**src/rtl/pc_sequencer.sv**
```systemverilog
// Program counter sequencer: boot cycle, stall hold, jump/branch/jr redirects, exceptions, ERET and misaligned-target trapping.
// Optional MIPS delay-slot semantics when DELAY_SLOT_EN is defined.
module pc_sequencer #(
  parameter logic [31:0] RESET_PC   = 32'h0040_0000,
  parameter logic [31:0] EXC_VECTOR = 32'h8000_0180
) (
  input  logic        clk,
  input  logic        reset,
  input  logic        stall,
  input  logic        br_taken,
  input  logic [31:0] br_target,
  input  logic        jump,
  input  logic [25:0] instr_index,
  input  logic        jr,
  input  logic [31:0] jr_target,
  input  logic        exc_req,
  input  logic        eret,
  output logic [31:0] pc,
  output logic [31:0] pc_plus4,
  output logic        pc_valid,
  output logic [31:0] epc,
  output logic        addr_err
);

  localparam logic [1:0] BOOT = 2'd0;
  localparam logic [1:0] RUN  = 2'd1;
  localparam logic [1:0] SLOT = 2'd2;

  logic [1:0]  state, next_state;
  logic [31:0] next_pc, next_epc;
  logic        next_err;
  logic [31:0] jump_target, redir_target;
  logic        redir;

  assign pc_plus4    = pc + 32'd4;
  assign jump_target = {pc_plus4[31:28], instr_index, 2'b00};
  assign redir       = jr | jump | br_taken;
  assign redir_target = jr ? jr_target : (jump ? jump_target : br_target);
  assign pc_valid    = (state != BOOT);

`ifdef DELAY_SLOT_EN
  logic [31:0] pend, next_pend;
`endif

  always_comb begin
    next_state = state;
    next_pc    = pc;
    next_epc   = epc;
    next_err   = 1'b0;
`ifdef DELAY_SLOT_EN
    next_pend  = pend;
`endif
    case (state)
      BOOT: next_state = RUN;
      RUN: begin
        if (exc_req) begin
          next_pc  = EXC_VECTOR;
          next_epc = pc;
        end else if (eret) begin
          // A corrupted EPC traps again rather than fetching from a bad address.
          if (epc[1:0] != 2'b00) begin
            next_pc  = EXC_VECTOR;
            next_err = 1'b1;
          end else begin
            next_pc = epc;
          end
        end else if (stall) begin
          next_pc = pc;
        end else if (redir) begin
`ifdef DELAY_SLOT_EN
          next_pend  = redir_target;
          next_pc    = pc_plus4;
          next_state = SLOT;
`else
          if (redir_target[1:0] != 2'b00) begin
            next_pc  = EXC_VECTOR;
            next_epc = redir_target;
            next_err = 1'b1;
          end else begin
            next_pc = redir_target;
          end
`endif
        end else begin
          next_pc = pc_plus4;
        end
      end
`ifdef DELAY_SLOT_EN
      SLOT: begin
        if (exc_req) begin
          // Restart at the branch itself so the delay slot re-executes after the handler.
          next_pc    = EXC_VECTOR;
          next_epc   = pc - 32'd4;
          next_state = RUN;
        end else if (!stall) begin
          next_state = RUN;
          if (pend[1:0] != 2'b00) begin
            next_pc  = EXC_VECTOR;
            next_epc = pend;
            next_err = 1'b1;
          end else begin
            next_pc = pend;
          end
        end
      end
`endif
      default: next_state = RUN;
    endcase
  end

  always_ff @(posedge clk or negedge reset) begin
    if (!reset) begin
      state    <= BOOT;
      pc       <= RESET_PC;
      epc      <= 32'd0;
      addr_err <= 1'b0;
    end else begin
      state    <= next_state;
      pc       <= next_pc;
      epc      <= next_epc;
      addr_err <= next_err;
    end
  end

`ifdef DELAY_SLOT_EN
  always_ff @(posedge clk or negedge reset) begin
    if (!reset) pend <= 32'd0;
    else        pend <= next_pend;
  end
`endif

endmodule
```
**config.mk**
```make
export PLATFORM = sky130hd
export DESIGN_NAME = pc_sequencer
export DESIGN_NICKNAME = d
export VERILOG_FILES = /design/src/rtl/pc_sequencer.sv
export SDC_FILE = /design/constraint.sdc
export NUM_CORES = 1
export LEC_CHECK = 0
export BUFFER_PORTS_ARGS = -buffer_cell sky130_fd_sc_hd__buf_2
export CORE_ASPECT_RATIO = 1.1
export CORE_MARGIN = 3
export CORE_UTILIZATION = 53
export DETAILED_ROUTE_END_ITERATION = 8
export PLACE_DENSITY = 0.92
export REMOVE_ABC_BUFFERS = 1
export SKIP_LAST_GASP = 1
export SYNTH_ARGS = -nofsm -noshare
export SYNTH_HDL_FRONTEND = slang
export SYNTH_SLANG_ARGS = --single-unit
```
**constraint.sdc**
```tcl
create_clock -name clk -period 3.49 [get_ports clk]
set_input_delay 0.349 -clock clk [delete_from_list [all_inputs] [get_ports clk]]
set_output_delay 0.349 -clock clk [all_outputs]
set_load 0.05 [all_outputs]
```
==> results.md <==
* Ys async rst share at 100%
* Worst-path cell chain: ha_1 -> nand3_1 -> or3_1 -> nor4_1 -> buf_4 -> xor2_1 -> buf_2
* DR iter-0 viols at between 700 and 800
* Worst Hold Class: primary input to async pin
* Number of flops mapped to enable cells by yosys at 0
* Avg Inst Size Synth at 8.53 um2
* Final ANT Viol Nets at 0
* Core area at approximately 8600 um2
* #FFs+latches synth at 66
* Reg2reg setup slack at a little under 0.9 ns
* Clk sink count at 66
* Fin worst setup slack at between 0.15 and 0.2 ns
* Share of cells above drive strength 1 at 36.5%
* Resize count post-CTS at 0
* Final setup violation count at 0
* Fin crit share at 94.3%
* Lkg Pwr at between 2 and 3 nW
* Reg area at between 1500 and 2000 um2
* WP buf/inv at 2
* Internal power at 1.61 mW
* Fin Hold WS at between 0.15 and 0.2 ns
* Register area share after synthesis at between 30% and 40%
* Fmax at around 0.3 GHz
* Post-synth top area share at 33.9%
* Per-cell routed wire length at 20.4 um
* Die width at about 97 um
* Layout Nets at 848
* Worst-Skew Late Latency at around 0.36 ns
* Design Power at approximately 3 mW
* Largest net degree at the start of global routing at 67
* CP max stage cell: dfrtp_1
* Wire length on met3 at 2.21 mm
* Top_reg_cell synth: dfrtp_1
* Die ar. at 10,200 um2
* CTS tree: yes
* Worst slew margin at between 20% and 30%
* Metal1 wirelength at between 6 and 7 mm
* Register-to-Register Path Depth at 6
* Area of the multi-input gates at between 2000 and 3000 um2
* Synth top cells by count: dfrtp_1 (65), o21ai_0 (64), nand2_1 (59), mux2i_1 (41)
* Starting Density at ~56%
* Startpoint types: register
* Final Hold Fails at 0
* Psw at roughly 1.4 mW
* DRC Markers at 0
* Pwr dens at 497 nW/um2
* Via density at between 6 and 7
* Clock skew at ~0.012 ns
* Clock network power share at between 20% and 30%
* Crit path time final at roughly 3.3 ns
* First-pass GRT wire length at 28.2 mm
* Synth-to-Final Area Change at 27.6%
* ANT cells at 0
* Pins Over Slew Limit at 0
* DR WL met2 at ~8.4 mm
* First-pass DRT Iterations at 8
* Clk Tree Root Cell: clkbuf_8
* GRT Util Overall at about a third
* CTS Buf Count at 9
* Area leader, netlist: dfrtp_1
* Number of global-route vias before repair at between 5k and 6k
* Crit. End Element: output port
* Ports at 196
* Worst reg2reg startpoint: pc[2]
* Routability cong. at 0.950
* # rows at 35
* Critical-path maximum fanout at 8
* Data required, critical path at ~3.1 ns
* Clock transition at path regs at about 0.07 ns
* Placed cells at about 850
* Max-cap viol count at 0
* Post-CTS Setup Inserts at 0
* CTS max path bufs at 2
* Synth cell types at 61
* Setup TNS at 0 ns
* H-tree levels at 3
* Via count at 5,540
* Pre-CTS WS at approximately 0.66 ns
* Cells after synthesis at roughly 560
* Die Span Y at between 100 and 150 um
* Status: completed
* Top Metal Used: met4
* Cell family with most CP delay: simple AND/OR/NAND/NOR gates
* Initial antenna violation count at 0
* Unrepaired setup endpoints after global routing: false
* Seq pwr share at between 30 and 40%
* HPWL Detailed at between 10 and 15 mm
* Post-CTS Hold Buffers at 0
* Sw Ratio at 47.1%
* Port Buffer Count at between 150 and 200
* Launch point of the worst path: pc[2]
* FILL cells at 661
* Max stage delay on crit path at a little under 0.5 ns
* Cell with the most instances after synthesis: dfrtp_1
* VDD IR-drop max at about 0.00025 V
* Non-Filler Instances at ~870
* Critical path class: register to output port
* Top cells by area, synth: dfrtp_1 (34%), mux2i_1 (8.6%), mux2_2 (7.3%)
* Worst-margin pin slew at approximately 1.1 ns
* Syn. warnings at 0
* Worst EP arrival at 2.94 ns
* Part of the power in combinational logic at 43.3%
* Total Wirelength at between 15 and 20 mm
* Total grt overflow at 0
* Worst r2r dst: pc[28]
* Synthesized area at about 4800 um2
sequential cells by signal (all words and copies together) (netlist names):
signal and flops:
epc 32, pc 32, addr_err 1, state 1
metrics by stage:
stage	util (%)	cell area, um2
after detailed placement	69.0	5920
after global placement	69.0	5920
after floorplan	-	4630
after CTS	71.3	6120
final	71.3	6120
after global routing	71.3	6120
power groups by stage:
| stage | Clock [mW] | Sequential (mW) | Combinational, mW |
|---|---|---|---|
| 2_1_floorplan | 0 | 1.44 | 0.499 |
| 3_3_place_gp | 0 | 1.04 | 1.28 |
| 3_5_place_dp | 0 | 1.05 | 1.30 |
| 4_1_cts | 0.664 | 1.04 | 1.31 |
| 5_1_grt | 0.703 | 1.07 | 1.38 |
| 6_report | 0.673 | 1.05 | 1.32 |
cell type report:
cell class                      instances  share of cell area, %
Multi-Input combinational cell        440                   48.0
Sequential cell                        66                   27.0
Timing Repair Buffer                  216                   18.5
Clock buffer                           14                   2.66
Tap cell                              111                   2.27
Inverter                               16                  0.982
Clock inverter                          2                  0.573
placed cells by master (no fill, tap or decap), types with 14 or more instances in the layout:
| master | netlist | final |
|---|---|---|
| inv_1 | 16 | 16 |
| buf_2 | 6 | 195 |
| nand2_1 | 59 | 59 |
| mux2_2 | 31 | 31 |
| nand3_1 | 22 | 22 |
| buf_4 | 2 | 21 |
| nor2_1 | 26 | 25 |
| mux2i_1 | 41 | 41 |
| a21oi_1 | 31 | 30 |
| o21ai_0 | 64 | 64 |
| dfrtp_1 | 65 | 65 |
| xnor2_1 | 14 | 14 |
cells by family after synthesis:
kind of cell | share of synthesized area (%)
xor gates and xnor gates | 4.75
DFF | 34.5
and+or+nand+nor | 17.4
other | 0.0782
adders and majority gates | 0.261
buffers and inverters | 4.72
AOI/OAI and AO/OA | 22.5
muxes | 15.8
metal layers:
metal / up-vias / track usage (%)
met5: - / 0
met4: 0 / 15.3
met3: 105 / 8.14
met2: 478 / 57.3
met1: 2509 / 40.3
li1: 2448 / -
worst max path at each step:
stage	end	cells past startpoint	slack [ns]
2_1_floorplan	pc[29]	3	-0.28
3_3_place_gp	pc_plus4[24]	7	0.74
3_5_place_dp	pc_plus4[24]	7	0.66
4_1_cts	pc_plus4[24]	7	0.22
5_1_grt	pc_plus4[24]	7	0.1
6_report	pc_plus4[24]	7	0.20
Power figures use the tool's default switching activity.
